`src/rtl/freq_meter.sv`:
```
// Gated frequency counter: counts synchronized rising edges of iSig over a
// fixed gate of GATE_CYCLES clocks and reports the count as the frequency.
module freq_meter #(
  parameter int unsigned GATE_CYCLES = 1_000_000,
  parameter int unsigned GATE_W      = 20,
  parameter int unsigned CNT_W       = 20
) (
  input  logic             iClk,
  input  logic             iRst,
  input  logic             iSig,
  input  logic             iStart,
  input  logic             iCont,
  output logic [CNT_W-1:0] oFreq,
  output logic             oOvf,
  output logic             oValid,
  output logic             oBusy
);

  localparam logic [1:0] IDLE = 2'd0;
  localparam logic [1:0] GATE = 2'd1;
  localparam logic [1:0] DONE = 2'd2;

  localparam logic [GATE_W-1:0] GATE_LAST = GATE_W'(GATE_CYCLES - 1);

  logic [1:0]        state;
  logic [1:0]        nextState;
  logic              sync1;
  logic              sync2;
  logic              sync3;
  logic              rise;
  logic [GATE_W-1:0] gateCnt;
  logic [CNT_W-1:0]  edgeCnt;
  logic [CNT_W-1:0]  edgeNext;
  logic              ovf;
  logic              ovfNext;

  // Two-stage synchronizer plus edge-history stage for rise detection
  always_ff @(posedge iClk or posedge iRst) begin
    if (iRst) begin
      sync1 <= 1'b0;
      sync2 <= 1'b0;
      sync3 <= 1'b0;
    end else begin
      sync1 <= iSig;
      sync2 <= sync1;
      sync3 <= sync2;
    end
  end

  assign rise = sync2 & ~sync3;

  always_ff @(posedge iClk or posedge iRst) begin
    if (iRst) state <= IDLE;
    else      state <= nextState;
  end

  // Next state plus the saturating edge-count update for this cycle
  always_comb begin
    nextState = state;
    edgeNext  = edgeCnt;
    ovfNext   = ovf;
    if (rise) begin
      if (&edgeCnt) ovfNext  = 1'b1;
      else          edgeNext = edgeCnt + CNT_W'(1);
    end
    case (state)
      IDLE:    if (iStart || iCont) nextState = GATE;
      GATE:    if (gateCnt == GATE_LAST) nextState = DONE;
      DONE:    nextState = iCont ? GATE : IDLE;
      default: nextState = IDLE;
    endcase
  end

  // Counters run only inside the gate and sit cleared otherwise
  always_ff @(posedge iClk or posedge iRst) begin
    if (iRst) begin
      gateCnt <= '0;
      edgeCnt <= '0;
      ovf     <= 1'b0;
    end else if (state != GATE) begin
      gateCnt <= '0;
      edgeCnt <= '0;
      ovf     <= 1'b0;
    end else begin
      gateCnt <= gateCnt + GATE_W'(1);
      edgeCnt <= edgeNext;
      ovf     <= ovfNext;
    end
  end

  // Result captured on the closing gate cycle, including a rise in that cycle
  always_ff @(posedge iClk or posedge iRst) begin
    if (iRst) begin
      oFreq  <= '0;
      oOvf   <= 1'b0;
      oValid <= 1'b0;
      oBusy  <= 1'b0;
    end else begin
      oValid <= (nextState == DONE);
      oBusy  <= (nextState != IDLE);
      if (state == GATE && nextState == DONE) begin
        oFreq <= edgeNext;
        oOvf  <= ovfNext;
      end
    end
  end

endmodule

```
`config.mk`:
```
export PLATFORM = sky130hd
export DESIGN_NAME = freq_meter
export DESIGN_NICKNAME = d
export VERILOG_FILES = /design/src/rtl/freq_meter.sv
export SDC_FILE = /design/constraint.sdc
export NUM_CORES = 1
export LEC_CHECK = 0
export CAP_MARGIN = 30
export CORE_MARGIN = 2
export CORE_UTILIZATION = 25
export CTS_CLUSTER_SIZE = 10
export DETAILED_ROUTE_END_ITERATION = 10
export PLACE_DENSITY_LB_ADDON = 0.15
export SLEW_MARGIN = 20
export SYNTH_ARGS = -nofsm -noshare
export SYNTH_HDL_FRONTEND = slang
export SYNTH_SLANG_ARGS = --single-unit
```
`constraint.sdc`:
```
create_clock -name iClk -period 5.8 [get_ports iClk]
set_input_delay 1.16 -clock iClk [delete_from_list [all_inputs] [get_ports iClk]]
set_output_delay 1.16 -clock iClk [all_outputs]
set_load 0.01 [all_outputs]
```
======== After elaboration in Yosys (flattened, before gate mapping) ========
Index checks and enable logic that the tools add are counted.
W data, S select, Z words.
storage, ports and cells
  bits in registers ....................... 69
  logic and storage cells ................. 36
cells by class
  add/sub/neg operators ................... 2
  eq/ne operators ......................... 5
  muxes and demuxes ....................... 11
  bitwise gates (word level) .............. 2
  reduce and logical (&&, ||, !) cells .... 5
operator list
  operator                 number
  $mux W20                 4
  $add A20 B1 Y20 const B  2
  $eq A20 B20 Y1 const B   1
  $reduce_and A20 Y1       1
  $pmux W2 S3              1
  $eq A2 B2 Y1 const B     2
  $mux W1                  4
  $mux W2                  2
  $eq A2 B1 Y1 const B     1
  $logic_not A2 Y1         1
  $ne A2 B1 Y1 const B     1
  $reduce_bool A2 Y1       1
  $and A1 B1 Y1            1
  $logic_and A1 B1 Y1      1
  $logic_or A1 B1 Y1       1
  $not A1 Y1               1

======== Logic depth before layout (Yosys ltp) ========
  depth in word-level cells ............... 5
  depth in mapped cells ................... 7

======== Worst setup path after synthesis ========
OpenSTA, ideal clock, no wires.
  kind .................................... reg-to-reg
  start point ............................. register edgeCnt[1]
  end point ............................... register oFreq[2]
  setup time .............................. 74 ps
  arrival time ............................ 1688 ps
  data required time ...................... 5726 ps
  setup slack ............................. 4038 ps
  cell stages (with the launch flop) ...... 7
  path buffers ............................ 0
  cell sequence ........................... dfrtp_1 > ha_1 > nand3_1 > nor4_4 > a21oi_1 > mux2_2 > o21ai_2
between the ends
  cells in the longest elaborated chain, start to end .. 3
  elaborated cells between the ends (all ways) .. 4
  classes of those cells .................. add/sub: 1; mux: 2; reduce/logical: 1
RTL lines
  what                                                   RTL line  source
  from (decl)                                            32        logic [CNT_W-1:0] edgeCnt;
  from (signal assigned)                                 86        edgeCnt <= edgeNext;
  $add A20 B1 Y20 or $reduce_and A20 Y1 (tied branches)  64, 63
  $mux W20 *                                             63        if (&edgeCnt) ovfNext = 1'b1;
  $mux W20 *                                             62        if (rise) begin
  to (signal assigned)                                   102       oFreq <= edgeNext;
  to (decl)                                              13        output logic [CNT_W-1:0] oFreq,
Every way passes the cells marked *; elsewhere a longest branch is shown, timed or not.
A chain may end at the register's enable or synchronous reset.

======== Worst setup path after layout ========
  start point ............................. register oFreq[17]
  end point ............................... output oFreq[17]
No word-level cell between the ends.

==> results.cfg <==
[yosys]
synthDistinctLibCells = 40
yosys-top-cells-area = dfrtp_1 (53%), nor2_1 (4.8%), nand2_1 (4.6%)
syn_inst = 313
avgSynthCellArea_um2 = 10.40
yosysTopAreaCell = dfrtp_1
yosysWarnings = 0
synth_nets = 320
ys_ff_latch = 69
synth_top_area_frac = 0.5306
syn_area_um2 = 3254
synth-seq-area-share = 0.5306

[global_route]
grt_first_pass_wirelength_um = 11840
grt-ovfl-total = 0
antenna_found_initial = 0
grt.total_usage = 0.1064
grt_max_degree = 43
grt_pass1_vias = 2301

[detailed_routing]
ant_nets = 0
wire_per_inst_um = 13.22
drtPass1Iterations = 6
drc = 0
viasPerCell = 4.446
num_vias = 2321
drtIter0Drc = 124
routed_wirelength_um = 6902

[cells_and_area]
area_growth_syn_to_layout_pct = 23.26
final_cell_mix = dfrtp_1 (69), nor2_1 (42), nand2_1 (40)
layout-drive-gt1-share = 0.1114
n_antenna_cell = 0
num-nets-final = 352
fin_util = 0.3166
final_cell_area_um2 = 4011
final_common_cell = dfrtp_1

[floorplan]
start_util = 0.2568
die_x_um = 118.1
dieArea_um2 = 13950
core_area_um2 = 12670
fp-row-count = 41
die_h_um = 118.1
io-pin-count = 28

[placement]
io_buffer_count = 27
postPlaceCellArea_um2 = 3699
dp_hpwl_um = 4813
dp_slack_ns = 3.121
gp_congestion = 0.7221

[clock_network]
ctsHoldBuffers = 0
cts_htree_levels = 3
clkTransAtPathRegs_ns = 0.05
cts_resized = 0
cts_tree = built
cts_made_buffers = 9
cts_setup_buffers = 0
clockBufferDepth = 2
cts.sinks = 69
clk_latency_ns = 0.33
root_buffer = clkbuf_16

[sta]
tightest_slew_ns = 0.8439
min_period_over_period = 0.4118
setup_viol = 0
fin_setup_tns_ns = 0
drv_slew = 0
hold_viol_final = 0
fmax_mhz = 418.6
whs_ns = 0.3451
period_needed_ns = 2.389
relSlewSlack = 0.4322
finClkSkew_ns = 0.006974
grt_setup_unrepaired = no
setup_slack_ns = 3.411

[worst_setup_path]
critPathRequiredTime_ns = 4.64
crit_family = buffers and inverters
critPathLaunchType = flip-flop
worstPathMaxFanout = 2
critPathArrivalTime_ns = 1.23
crit_start = oFreq[17]$_DFFE_PP0P_
path_cells = clkdlybuf4s50_1
criticalPathCategory = flip-flop to output pin
crit_buf_inv = 1
reg2reg_depth = 6
timing.rr.start = gateCnt[2]$_DFF_PP0_
cp_slowest_cell = clkdlybuf4s50_1
cpPeakStageDelay_ns = 0.54
path_depth = 1
cp-end-kind = output pin

[power_and_ir_drop]
power.density_nw_per_um2 = 322.7
internal-power_mw = 0.9584
power.leakage_nw = 1.747
switching_power_mw = 0.3361
pwr-share-clk = 0.435
combPwrFrac = 0.115
peakVddDrop_uv = 116.4
p_seq_frac = 0.450
swShare = 0.2597

[hold_path]
holdPathStages = 0
hp-class = flip-flop to flip-flop
hold_start = sync1$_DFF_PP0_

[status]
status = finished, final reports clean

[job]
maxCapViolCount = 0
## registers in the layout, summed over array words and instances, names as in the netlist
register / count
edgeCnt: 20
gateCnt: 20
oFreq: 20
state: 2
oBusy: 1
oOvf: 1
oValid: 1
ovf: 1
sync1: 1
sync2: 1
sync3: 1
## metrics by stage
step	power [mW]	instances
after floorplan	0.6970	313
after global placement	0.7396	506
after detailed placement	0.7401	506
after CTS	1.315	522
after global routing	1.367	522
final	1.295	522
## cell usage after synthesis
cell type  instances
a2111oi_2          1
a211o_1            1
a211oi_1           3
a21o_1             2
a21oi_1           12
a31oi_1            3
a41o_1             1
a41oi_1            1
and2_1             3
and3_1             6
and4_1             7
and4b_1            1
buf_6              4
clkbuf_1           5
dfrtp_1           69
ha_1               2
inv_1              6
mux2_2             1
mux2i_1            2
nand2_1           40
nand2b_1           4
nand3_1           11
nand4_1           10
nand4_4            2
nor2_1            42
nor2b_1            3
nor3_1             3
nor4_1             4
nor4_4             3
nor4b_1            1
o21ai_0            6
o21ai_1            8
o21ai_2           10
o22ai_1            1
o31ai_4            1
or3_1              5
or3_4              2
or4_1              1
xnor2_1           12
xor2_1            14
## worst paths after layout
path	end	slack [ns]
max	oFreq[17]	3.41
min	sync2$_DFF_PP0_	0.35
max reg2reg	oFreq[19]$_DFFE_PP0P_	3.61
min reg2reg	sync2$_DFF_PP0_	0.35
max in group asynchronous	edgeCnt[14]$_DFF_PP0_	3.57
min in group asynchronous	oFreq[6]$_DFFE_PP0P_	1.27
## area by class of cell
cell class	count	area, um2
Clock buffer	13	270.3
Fill cell	1331	8660
Timing Repair Buffer	30	292.8
Inverter	6	22.52
Multi-Input combinational cell	229	1441
Sequential cell	69	1727
Clock inverter	3	42.54
Tap cell	172	215.2
## per-layer routing
layer  vias to the layer above  wire, um  track usage
li1                       1165         -            -
met5                         -         0            0
met4                         0        95      0.03840
met3                         7       197      0.02810
met2                        22      3284       0.1676
met1                      1127      3325       0.1403
## cells by family (layout without fill, tap and decap cells)
family	after synthesis	count (layout)	synth area share
muxes	3	3	0.009612
xor gates and xnor gates	26	26	0.06997
adders and majority gates	2	2	0.007688
AOI/OAI and AO/OA	50	50	0.1057
buffers and inverters	15	52	0.02653
DFF	69	69	0.5306
and+or+nand+nor	148	148	0.2499
## power by group through the flow
stage               logic, mW  clock network, mW  registers, mW
floorplan               0.120                  0          0.577
global placement        0.150                  0          0.589
detailed placement      0.152                  0          0.589
finish                  0.149              0.563          0.583
global route            0.170              0.605          0.592
CTS                     0.152              0.582          0.582
(Power assumes the default switching activity.)
